<file path="config.mk">
export PLATFORM = sky130hd
export DESIGN_NAME = alu_seq_unit
export DESIGN_NICKNAME = d
export VERILOG_FILES = /design/src/rtl/alu_pkg.sv /design/src/rtl/alu_iter_muldiv.sv /design/src/rtl/alu_seq_unit.sv
export SDC_FILE = /design/constraint.sdc
export NUM_CORES = 1
export LEC_CHECK = 0
export ABC_AREA = 1
export CAP_MARGIN = 30
export CORE_AREA = 2 2 248 250
export CTS_BUF_LIST = sky130_fd_sc_hd__clkbuf_4
export DETAILED_ROUTE_END_ITERATION = 7
export DIE_AREA = 0 0 250 252
export PLACE_DENSITY = 0.65
export SLEW_MARGIN = 25
export SYNTH_ARGS = -nofsm -noshare
export SYNTH_HDL_FRONTEND = slang
export SYNTH_SLANG_ARGS = --single-unit
</file>
<file path="constraint.sdc">
create_clock -name clk -period 2.8 [get_ports clk]
set_clock_uncertainty 0.05 [all_clocks]
set_input_delay 0.56 -clock clk [delete_from_list [all_inputs] [get_ports clk]]
set_output_delay 0.56 -clock clk [all_outputs]
set_load 0.01 [all_outputs]
</file>
<file path="src/rtl/alu_pkg.sv">
// Shared types for the execute unit: ALU select codes, R-type function
// codes, FSM states and the alu_op/func decoder.
package alu_pkg;

  localparam logic [5:0] FN_ADD   = 6'h20;
  localparam logic [5:0] FN_SUB   = 6'h22;
  localparam logic [5:0] FN_AND   = 6'h24;
  localparam logic [5:0] FN_OR    = 6'h25;
  localparam logic [5:0] FN_SLT   = 6'h2A;
  localparam logic [5:0] FN_SRLV  = 6'h06;
  localparam logic [5:0] FN_MFHI  = 6'h10;
  localparam logic [5:0] FN_MFLO  = 6'h12;
  localparam logic [5:0] FN_MULTU = 6'h19;
  localparam logic [5:0] FN_DIVU  = 6'h1B;

  // Low three bits keep the classic single-cycle ALU encoding.
  typedef enum logic [3:0] {
    SEL_AND  = 4'b0000,
    SEL_OR   = 4'b0001,
    SEL_ADD  = 4'b0010,
    SEL_SRLV = 4'b0011,
    SEL_SUB  = 4'b0110,
    SEL_SLT  = 4'b0111,
    SEL_MUL  = 4'b1000,
    SEL_DIV  = 4'b1001,
    SEL_MFHI = 4'b1010,
    SEL_MFLO = 4'b1011,
    SEL_ILL  = 4'b1111
  } alu_sel_t;

  typedef enum logic [1:0] {
    ST_IDLE = 2'd0,
    ST_MUL  = 2'd1,
    ST_DIV  = 2'd2,
    ST_DONE = 2'd3
  } alu_state_t;

  function automatic alu_sel_t decode_op(input logic [1:0] alu_op,
                                         input logic [5:0] func);
    alu_sel_t sel;
    sel = SEL_ILL;
    case (alu_op)
      2'b00: sel = SEL_ADD;
      2'b01: sel = SEL_SUB;
      2'b10: begin
        case (func)
          FN_ADD:   sel = SEL_ADD;
          FN_SUB:   sel = SEL_SUB;
          FN_AND:   sel = SEL_AND;
          FN_OR:    sel = SEL_OR;
          FN_SLT:   sel = SEL_SLT;
          FN_SRLV:  sel = SEL_SRLV;
          FN_MFHI:  sel = SEL_MFHI;
          FN_MFLO:  sel = SEL_MFLO;
          FN_MULTU: sel = SEL_MUL;
          FN_DIVU:  sel = SEL_DIV;
          default:  sel = SEL_ILL;
        endcase
      end
      default: sel = SEL_ILL;
    endcase
    return sel;
  endfunction

endpackage

</file>
<file path="src/rtl/alu_iter_muldiv.sv">
// Iterative unsigned multiply (shift-add) and restoring divide, one bit per
// cycle, sharing a single 2*WIDTH working register; owns the HI/LO registers.
module alu_iter_muldiv
  import alu_pkg::*;
#(
  parameter int WIDTH = 32
) (
  input  logic             clk,
  input  logic             rst_n,
  input  logic             go,
  input  logic             is_div,
  input  logic [WIDTH-1:0] a,
  input  logic [WIDTH-1:0] b,
  output logic             fin,
  output logic [WIDTH-1:0] hi,
  output logic [WIDTH-1:0] lo
);

  localparam int CW = $clog2(WIDTH);

  logic               run;
  logic               div_q;
  logic [CW-1:0]      cnt;
  logic [WIDTH-1:0]   opnd;
  logic [2*WIDTH-1:0] work;
  logic [2*WIDTH-1:0] work_nxt;
  logic [WIDTH:0]     diff;
  logic [WIDTH:0]     msum;

  // Multiply: work = {partial, multiplier}; divide: work = {remainder, quotient}.
  always_comb begin
    diff = work[2*WIDTH-1:WIDTH-1] - {1'b0, opnd};
    msum = {1'b0, work[2*WIDTH-1:WIDTH]} + (work[0] ? {1'b0, opnd} : '0);
    work_nxt = work;
    if (div_q) begin
      if (!diff[WIDTH]) work_nxt = {diff[WIDTH-1:0], work[WIDTH-2:0], 1'b1};
      else              work_nxt = {work[2*WIDTH-2:0], 1'b0};
    end else begin
      work_nxt = {msum, work[WIDTH-1:1]};
    end
  end

  assign fin = run && (cnt == CW'(WIDTH - 1));

  always_ff @(posedge clk or negedge rst_n) begin
    if (!rst_n) begin
      run   <= 1'b0;
      div_q <= 1'b0;
      cnt   <= '0;
      opnd  <= '0;
      work  <= '0;
      hi    <= '0;
      lo    <= '0;
    end else if (go) begin
      div_q <= is_div;
      cnt   <= '0;
      opnd  <= is_div ? b : a;
      work  <= {{WIDTH{1'b0}}, (is_div ? a : b)};
      // Divide by zero skips iteration and resolves immediately.
      if (is_div && (b == '0)) begin
        run <= 1'b0;
        hi  <= a;
        lo  <= '1;
      end else begin
        run <= 1'b1;
      end
    end else if (run) begin
      work <= work_nxt;
      cnt  <= cnt + CW'(1);
      if (fin) begin
        run <= 1'b0;
        hi  <= work_nxt[2*WIDTH-1:WIDTH];
        lo  <= work_nxt[WIDTH-1:0];
      end
    end
  end

endmodule

</file>
<file path="src/rtl/alu_seq_unit.sv">
// Execute unit: alu_op/func decode, single-cycle ALU, result register and
// start/done handshake around the iterative multiply/divide engine.
module alu_seq_unit
  import alu_pkg::*;
#(
  parameter int WIDTH = 32,
  parameter int SH_W  = $clog2(WIDTH)
) (
  input  logic             clk,
  input  logic             rst_n,
  input  logic             start,
  input  logic [1:0]       alu_op,
  input  logic [5:0]       func,
  input  logic [WIDTH-1:0] a,
  input  logic [WIDTH-1:0] b,
  output logic             busy,
  output logic             done,
  output logic [WIDTH-1:0] result,
  output logic             zero,
  output logic             illegal,
  output logic [WIDTH-1:0] hi,
  output logic [WIDTH-1:0] lo
);

  alu_state_t       state, state_nxt;
  alu_sel_t         sel;
  logic             accept;
  logic             go;
  logic             is_div;
  logic             fin;
  logic [WIDTH-1:0] alu_out;

  assign sel    = decode_op(alu_op, func);
  assign accept = (state == ST_IDLE) && start;
  assign is_div = (sel == SEL_DIV);
  assign go     = accept && ((sel == SEL_MUL) || is_div);
  assign zero   = (result == '0);

  always_comb begin
    alu_out = '0;
    case (sel)
      SEL_ADD:  alu_out = a + b;
      SEL_SUB:  alu_out = a - b;
      SEL_AND:  alu_out = a & b;
      SEL_OR:   alu_out = a | b;
      SEL_SLT:  alu_out = {{(WIDTH-1){1'b0}}, ($signed(a) < $signed(b))};
      SEL_SRLV: alu_out = b >> a[SH_W-1:0];
      SEL_MFHI: alu_out = hi;
      SEL_MFLO: alu_out = lo;
      default:  alu_out = '0;
    endcase
  end

  always_ff @(posedge clk or negedge rst_n) begin
    if (!rst_n) state <= ST_IDLE;
    else        state <= state_nxt;
  end

  always_comb begin
    state_nxt = state;
    case (state)
      ST_IDLE: begin
        if (start) begin
          if (sel == SEL_MUL)                state_nxt = ST_MUL;
          else if (is_div && (b != '0))      state_nxt = ST_DIV;
          else                               state_nxt = ST_DONE;
        end
      end
      ST_MUL, ST_DIV: if (fin) state_nxt = ST_DONE;
      ST_DONE:        state_nxt = ST_IDLE;
      default:        state_nxt = ST_IDLE;
    endcase
  end

  always_comb begin
    busy = (state != ST_IDLE);
    done = (state == ST_DONE);
  end

  // Multiply/divide leave result untouched; illegal ops fall to the zero default.
  always_ff @(posedge clk or negedge rst_n) begin
    if (!rst_n) begin
      result  <= '0;
      illegal <= 1'b0;
    end else if (accept) begin
      illegal <= (sel == SEL_ILL);
      if (!go) result <= alu_out;
    end
  end

  alu_iter_muldiv #(.WIDTH(WIDTH)) u_muldiv (
    .clk    (clk),
    .rst_n  (rst_n),
    .go     (go),
    .is_div (is_div),
    .a      (a),
    .b      (b),
    .fin    (fin),
    .hi     (hi),
    .lo     (lo)
  );

endmodule
</file>
==> Word-level counts from Yosys, hierarchy flattened <==
Index checks and enable logic that the tools add are counted.
{ "word_totals": {"in_bits": 75, "output_inout_bits": 100, "reg_bits": 202} }
{ "classes": {"order_cmp": 1, "n_eq_ne": 29, "addsub": 5, "n_mux": 29, "bitwise_logic": 3, "n_reduce_logical": 19, "shifts": 1} }
{ "ops": {"columns": ["cell", "count"], "rows": [
  ["$mux W32", 11],
  ["$mux W64", 4],
  ["$pmux W32 S8", 1],
  ["$logic_not A32 Y1", 2],
  ["$pmux W4 S10", 1],
  ["$add A32 B33 Y33", 1],
  ["$sub A33 B32 Y33", 1],
  ["$add A32 B32 Y32", 1],
  ["$and A32 B32 Y32", 1],
  ["$lt A32 B32 Y1", 1],
  ["$or A32 B32 Y32", 1],
  ["$reduce_bool A32 Y1", 1],
  ["$shr A32 B5 Y32", 1],
  ["$sub A32 B32 Y32", 1],
  ["$eq A6 B6 Y1 const B", 5],
  ["$eq A6 B5 Y1 const B", 4],
  ["$eq A4 B4 Y1 const B", 5],
  ["$pmux W4 S3", 1],
  ["$mux W5", 2],
  ["$eq A4 B2 Y1 const B", 2],
  ["$eq A4 B3 Y1 const B", 2],
  ["$eq A2 B2 Y1 const B", 3],
  ["$eq A6 B3 Y1 const B", 1],
  ["$mux W2", 3],
  ["other kinds (17)", 31]
]} }

==> Depth between registers and ports, before layout <==
{ "logic_depth": {"depth_word": 9, "mapped_depth": 23, "mapped_depth_nobuf": 21} }

==> By module <==
Synthesis repeated with hierarchy kept, for this count alone.
{ "hier_totals": {"cells_unflattened": 4300, "area_unflattened_um2": 24300.8} }
{ "modules_own_cells": {"columns": ["module", "area_each_um2", "cells_each", "n_inst"], "rows": [
  ["alu_iter_muldiv", 13317.8, 2126, 1],
  ["alu_seq_unit", 10983.0, 2174, 1]
]} }

==> Worst setup path before layout <==
No wires, ideal clock.
{ "synth_timing": {"path_type": "input-to-reg", "from": "in a[3]", "to": "reg result[31]", "slack_ns": -0.132, "setup_ns": 0.117, "cell_stages": 22, "n_path_buf": 3, "arrival_time_ns": 2.765, "cell_sequence": "clkbuf_1 -> inv_2 -> buf_1 -> ha_1 -> clkbuf_1 -> nand2_1 -> nor2_1 -> nand2_1 -> nand2_1 -> nand2_1 -> nand2_1 -> nand2_1 -> nand2_1 -> nand2_1 -> nand2_1 -> inv_1 -> nand2_1 -> nand2_1 -> nor2_1 -> nand2_1 -> nand2_1 -> nand2_1"} }
{ "synth_between": {"elab_chain_len": 2} }
{ "synth_lines": {"columns": ["element", "line_no", "rtl"], "rows": [
  ["from (decl)", "alu_seq_unit.sv:14", "input logic [WIDTH-1:0] a,"],
  ["$sub A32 B32 Y32 (tied with other cells)", "alu_seq_unit.sv:43", "SEL_SUB: alu_out = a - b;"],
  ["$pmux W32 S8 (*)", "alu_seq_unit.sv:41", "case (sel)"],
  ["to (signal assigned)", "alu_seq_unit.sv:87", "if (!go) result <= alu_out;"],
  ["to (decl)", "alu_seq_unit.sv:18", "output logic [WIDTH-1:0] result,"]
]} }
Mark *: on every way between the ends. The rest lies on a longest branch, timed or not.
A chain may end at the register's enable or synchronous reset.

==> Worst setup path in the final report <==
{ "layout_timing": {"from": "reg u_muldiv.work[31]", "to": "reg u_muldiv.work[50]"} }
{ "layout_between": {"elab_chain_len": 5} }
{ "layout_lines": {"columns": ["element", "line_no", "rtl"], "rows": [
  ["from (decl)", "alu_iter_muldiv.sv:25", "logic [2*WIDTH-1:0] work;"],
  ["from (signal assigned)", "alu_iter_muldiv.sv:58", "work <= {{WIDTH{1'b0}}, (is_div ? a : b)};"],
  ["from (signal assigned)", "alu_iter_muldiv.sv:68", "work <= work_nxt;"],
  ["$sub A33 B32 Y33", "alu_iter_muldiv.sv:32", "diff = work[2*WIDTH-1:WIDTH-1] - {1'b0, opnd};"],
  ["$mux W64", "alu_iter_muldiv.sv:36", "if (!diff[WIDTH]) work_nxt = {diff[WIDTH-1:0], work[WIDTH-2:0], 1'b1};"],
  ["$mux W64", "alu_iter_muldiv.sv:35", "if (div_q) begin"],
  ["$mux W64", "alu_iter_muldiv.sv:67", "end else if (run) begin"],
  ["$mux W64", "alu_iter_muldiv.sv:54", "end else if (go) begin"]
]} }
Every way passes these cells. The select of a mux whose other input is x is not followed.

==> summary.md <==
| Metric | Value |
|---|---|
| Worst slew pin tran | `0.5195 ns` |
| YS warnings | `0` |
| CTS buffer count | `54` |
| Leading cell type in the layout, fill and taps excluded | `nand2_1` |
| RR Endpoint | `u_muldiv.work[50]` |
| Synth Flop Type | `dfrtp_1` |
| # setup viols final | `0` |
| Leakage power | `18.57 nW` |
| Synth area leaders | `nand2_1 27%, dfrtp_1 21%, inv_1 9.9%, ha_1 8.6%, nor2_1 7.0%` |
| Worst-path clk slew | `0.08 ns` |
| DP Area | `31,150 µm²` |
| Routed WL | `107,900 µm` |
| Clock Path Buffers | `3` |
| EDFF count, synth | `0` |
| Layout cells sized above 1 | `17.65%` |
| Most frequent cells in the layout | `1,671 x nand2_1, 630 x inv_1, 582 x buf_4` |
| Worst setup EP type | `flip-flop` |
| DRT iter0 DRCs | `3,011` |
| CTS tree | `done` |
| Worst r2r path cells | `21` |
| Vias per Instance | `5.176` |
| Fin nets | `5,273` |
| Critical path class | `flip-flop to flip-flop` |
| DRC | `0` |
| Final Cell Area | `32,510 µm²` |
| Core ar. | `60,130 µm²` |
| GR Overflow Total | `0` |
| Wire length per cell | `18.45 µm` |
| Reg area | `5059 µm²` |
| Number of max-cap violations | `0` |
| Synth Area per Inst | `5.528 µm²` |
| Final period utilization | `99.24%` |
| Global-route wire length before repair | `162,500 µm` |
| Max-Slew Margin vs Limit | `65.00%` |
| Die area | `63,000 µm²` |
| Final ANT Viol Nets | `0` |
| Port Buffer Count | `174` |
| Gr usage total | `33.64%` |
| CP Launch Type | `flip-flop` |
| Syn-to-layout area delta | `35.69%` |
| R2r setup slk | `0.02 ns` |
| Async set-or-reset flop fraction in the synthesized netlist | `100.0%` |
| Worst path required time | `3.47 ns` |
| Setup WS pre-CTS | `-0.8786 ns` |
| Die Width | `250 µm` |
| Mapped Area | `23,960 µm²` |
| Vias | `30,275` |
| Row count | `90` |
| Worst R2R Start | `u_muldiv.work[31]` |
| Sequential share of the synthesized area | `21.10%` |
| Worst vdd rail ir drop | `0.2363 mV` |
| Die Y | `252 µm` |
| I/O Pins | `175` |
| Final std cells w/o fill | `5,849` |
| CP Max Fanout | `7` |
| DP Cell Count | `5,752` |
| Area share of the largest cell type after synthesis | `27.16%` |
| Fillers | `6,441` |
| Yosys cell types | `43` |
| RSZ-0062 raised after global routing | `yes` |
| Cell taking the most area after synthesis | `nand2_1` |
| Final Critical Period | `2.779 ns` |
| Pin count of the biggest net entering global routing | `67` |
| Post-detail-place hpwl | `89,110 µm` |
| Worst-Skew Late Latency | `0.81 ns` |
| CP arrival | `3.45 ns` |
| Hold Fails Final Rpt | `0` |
| Syn_nets | `4,578` |
| Vias in the first global route | `28,916` |
| Starting Density | `39.85%` |
| Syn Inst Count | `4,334` |
| Area of the multi-input gates | `16,410 µm²` |
| CTS root buffer | `clkbuf_4` |
| Status | `complete, no violations` |
| F_max | `359.9 MHz` |
| Htree depth | `2` |
| Flops & latches, synth | `202` |
| Max-slew violations | `0` |
| Class of the tightest hold or removal check | `input pin to async pin` |
| Routability cong. | `1.033` |
| Detailed Routing Iterations Pass 1 | `6` |
| PD cells | `357.7 nW/µm²` |
| CTS Sinks | `202` |
| Final worst slack | `0.02126 ns` |
| Initial antenna violation count | `1` |
## timing repair
item | CTS | global route
endpoints found under the hold margin | 44 | 0
hold buffers | 1 | 0
cloned | 2 | 1
resized for setup | 42 | 175
buffers inserted | 2 | 3
pin swaps | 9 | 51
endpoints found under the setup margin | 68 | 99
## flip-flops by register name (all words and copies together), names as in the netlist
name / cells
illegal: 1
result: 32
state: 2
u_muldiv.cnt: 5
u_muldiv.div_q: 1
u_muldiv.hi: 32
u_muldiv.lo: 32
u_muldiv.opnd: 32
u_muldiv.run: 1
u_muldiv.work: 64
## cell usage after synthesis (2+ instances only)
| cell | instances |
|---|---|
| a21o_1 | 7 |
| and3_1 | 6 |
| o21bai_1 | 17 |
| o22ai_1 | 37 |
| nand4_1 | 35 |
| xor2_1 | 31 |
| nor2_2 | 3 |
| and2_1 | 10 |
| xnor2_1 | 16 |
| buf_2 | 40 |
| a21oi_1 | 179 |
| inv_2 | 8 |
| o211ai_1 | 36 |
| a31oi_1 | 2 |
| nand2_2 | 3 |
| o221ai_1 | 3 |
| nor2_1 | 447 |
| a22oi_1 | 2 |
| o21ai_1 | 8 |
| inv_1 | 634 |
| ha_1 | 165 |
| buf_1 | 18 |
| clkbuf_1 | 100 |
| mux2i_1 | 3 |
| nand2_1 | 1734 |
| o21ai_0 | 190 |
| nand3_1 | 301 |
| o21a_1 | 5 |
| or2_2 | 5 |
| nor4_1 | 14 |
| buf_4 | 3 |
| dfrtp_1 | 202 |
| fa_1 | 4 |
| buf_6 | 3 |
| nor3_1 | 43 |
| nand3b_1 | 13 |
## worst max-delay path, stage by stage (launching register included)
cell and delay (ns):
dfrtp_2 0.46, inv_4 0.10, ha_4 0.14, inv_4 0.04
fa_2 0.39, nand2_2 0.09, nand2_2 0.06, nand3_2 0.08
nand2_2 0.08, nand2_2 0.09, nand2_4 0.06, nand2_4 0.11
nand2_4 0.08, nand2_4 0.09, nand2_4 0.09, buf_6 0.15
buf_6 0.12, nand2_2 0.05, nand3_2 0.09, nand2_2 0.10
nand2_2 0.06, o21ai_1 0.12
## worst max-delay path by stage
| stage | cells after the start | endpoint | slack, ns | from |
|---|---|---|---|---|
| finish | 21 | u_muldiv.work[50] | 0.02 | u_muldiv.work[31] |
| global route | 21 | u_muldiv.work[50] | -0.08 | u_muldiv.work[31] |
| CTS | 21 | u_muldiv.hi[19] | -0.006 | u_muldiv.work[31] |
| detailed placement | 17 | result[19] | -0.88 | b[17] |
| global placement | 17 | result[19] | -0.90 | b[17] |
| floorplan | 23 | result[31] | 0.007 | a[2] |
## power by group
part,internal (mW),switching [mW],leakage (nW)
Sequential,3.27,0.347,2.64
Clock,1.47,1.38,0.416
Combinational,2.19,2.97,15.5
## kinds of logic after synthesis
family                   after synthesis  synth area share (%)
AND/OR/NAND/NOR                     2618                 43.95
buffers and inverters                807                 12.99
AO/OA/AOI/OAI                        488                 11.16
flip-flops                           202                 21.10
adder cells (fa/ha/maj)              169                 8.950
XOR/XNOR                              47                 1.718
multiplexers                           3                0.1253
## metrics by stage
stage                     setup TNS [ns]  power (mW)  utilization (%)  hold slack (ns)
after floorplan                        0       6.089                -           0.2144
after detailed placement          -85.95       8.612            51.81           0.4156
after global placement            -91.85       8.570            51.81           0.4113
after CTS                       -0.01059       11.51            53.21           0.2075
final                                  0       11.63            54.07           0.2173
after global routing              -1.748       12.33            54.07           0.2269
## layout make-up
cell class                      instances  share of cell area (%)
Tap cell                              782                   3.009
Multi-Input combinational cell       3326                   50.48
Timing Repair Buffer                  802                   21.33
Clock buffer                           79                   1.824
Sequential cell                       202                   15.56
Inverter                              643                   7.439
Clock inverter                         14                  0.3464
Antenna cell                            1                0.007697
## layer usage
layer | up-vias | track usage, % | wire [µm]
met5 | - | 0 | 0
met4 | 0 | 21.13 | 7649
met3 | 290 | 4.034 | 7497
met2 | 1211 | 55.61 | 48730
met1 | 13859 | 41.86 | 44060
li1 | 14915 | - | -
Power figures use the tool's default switching activity.
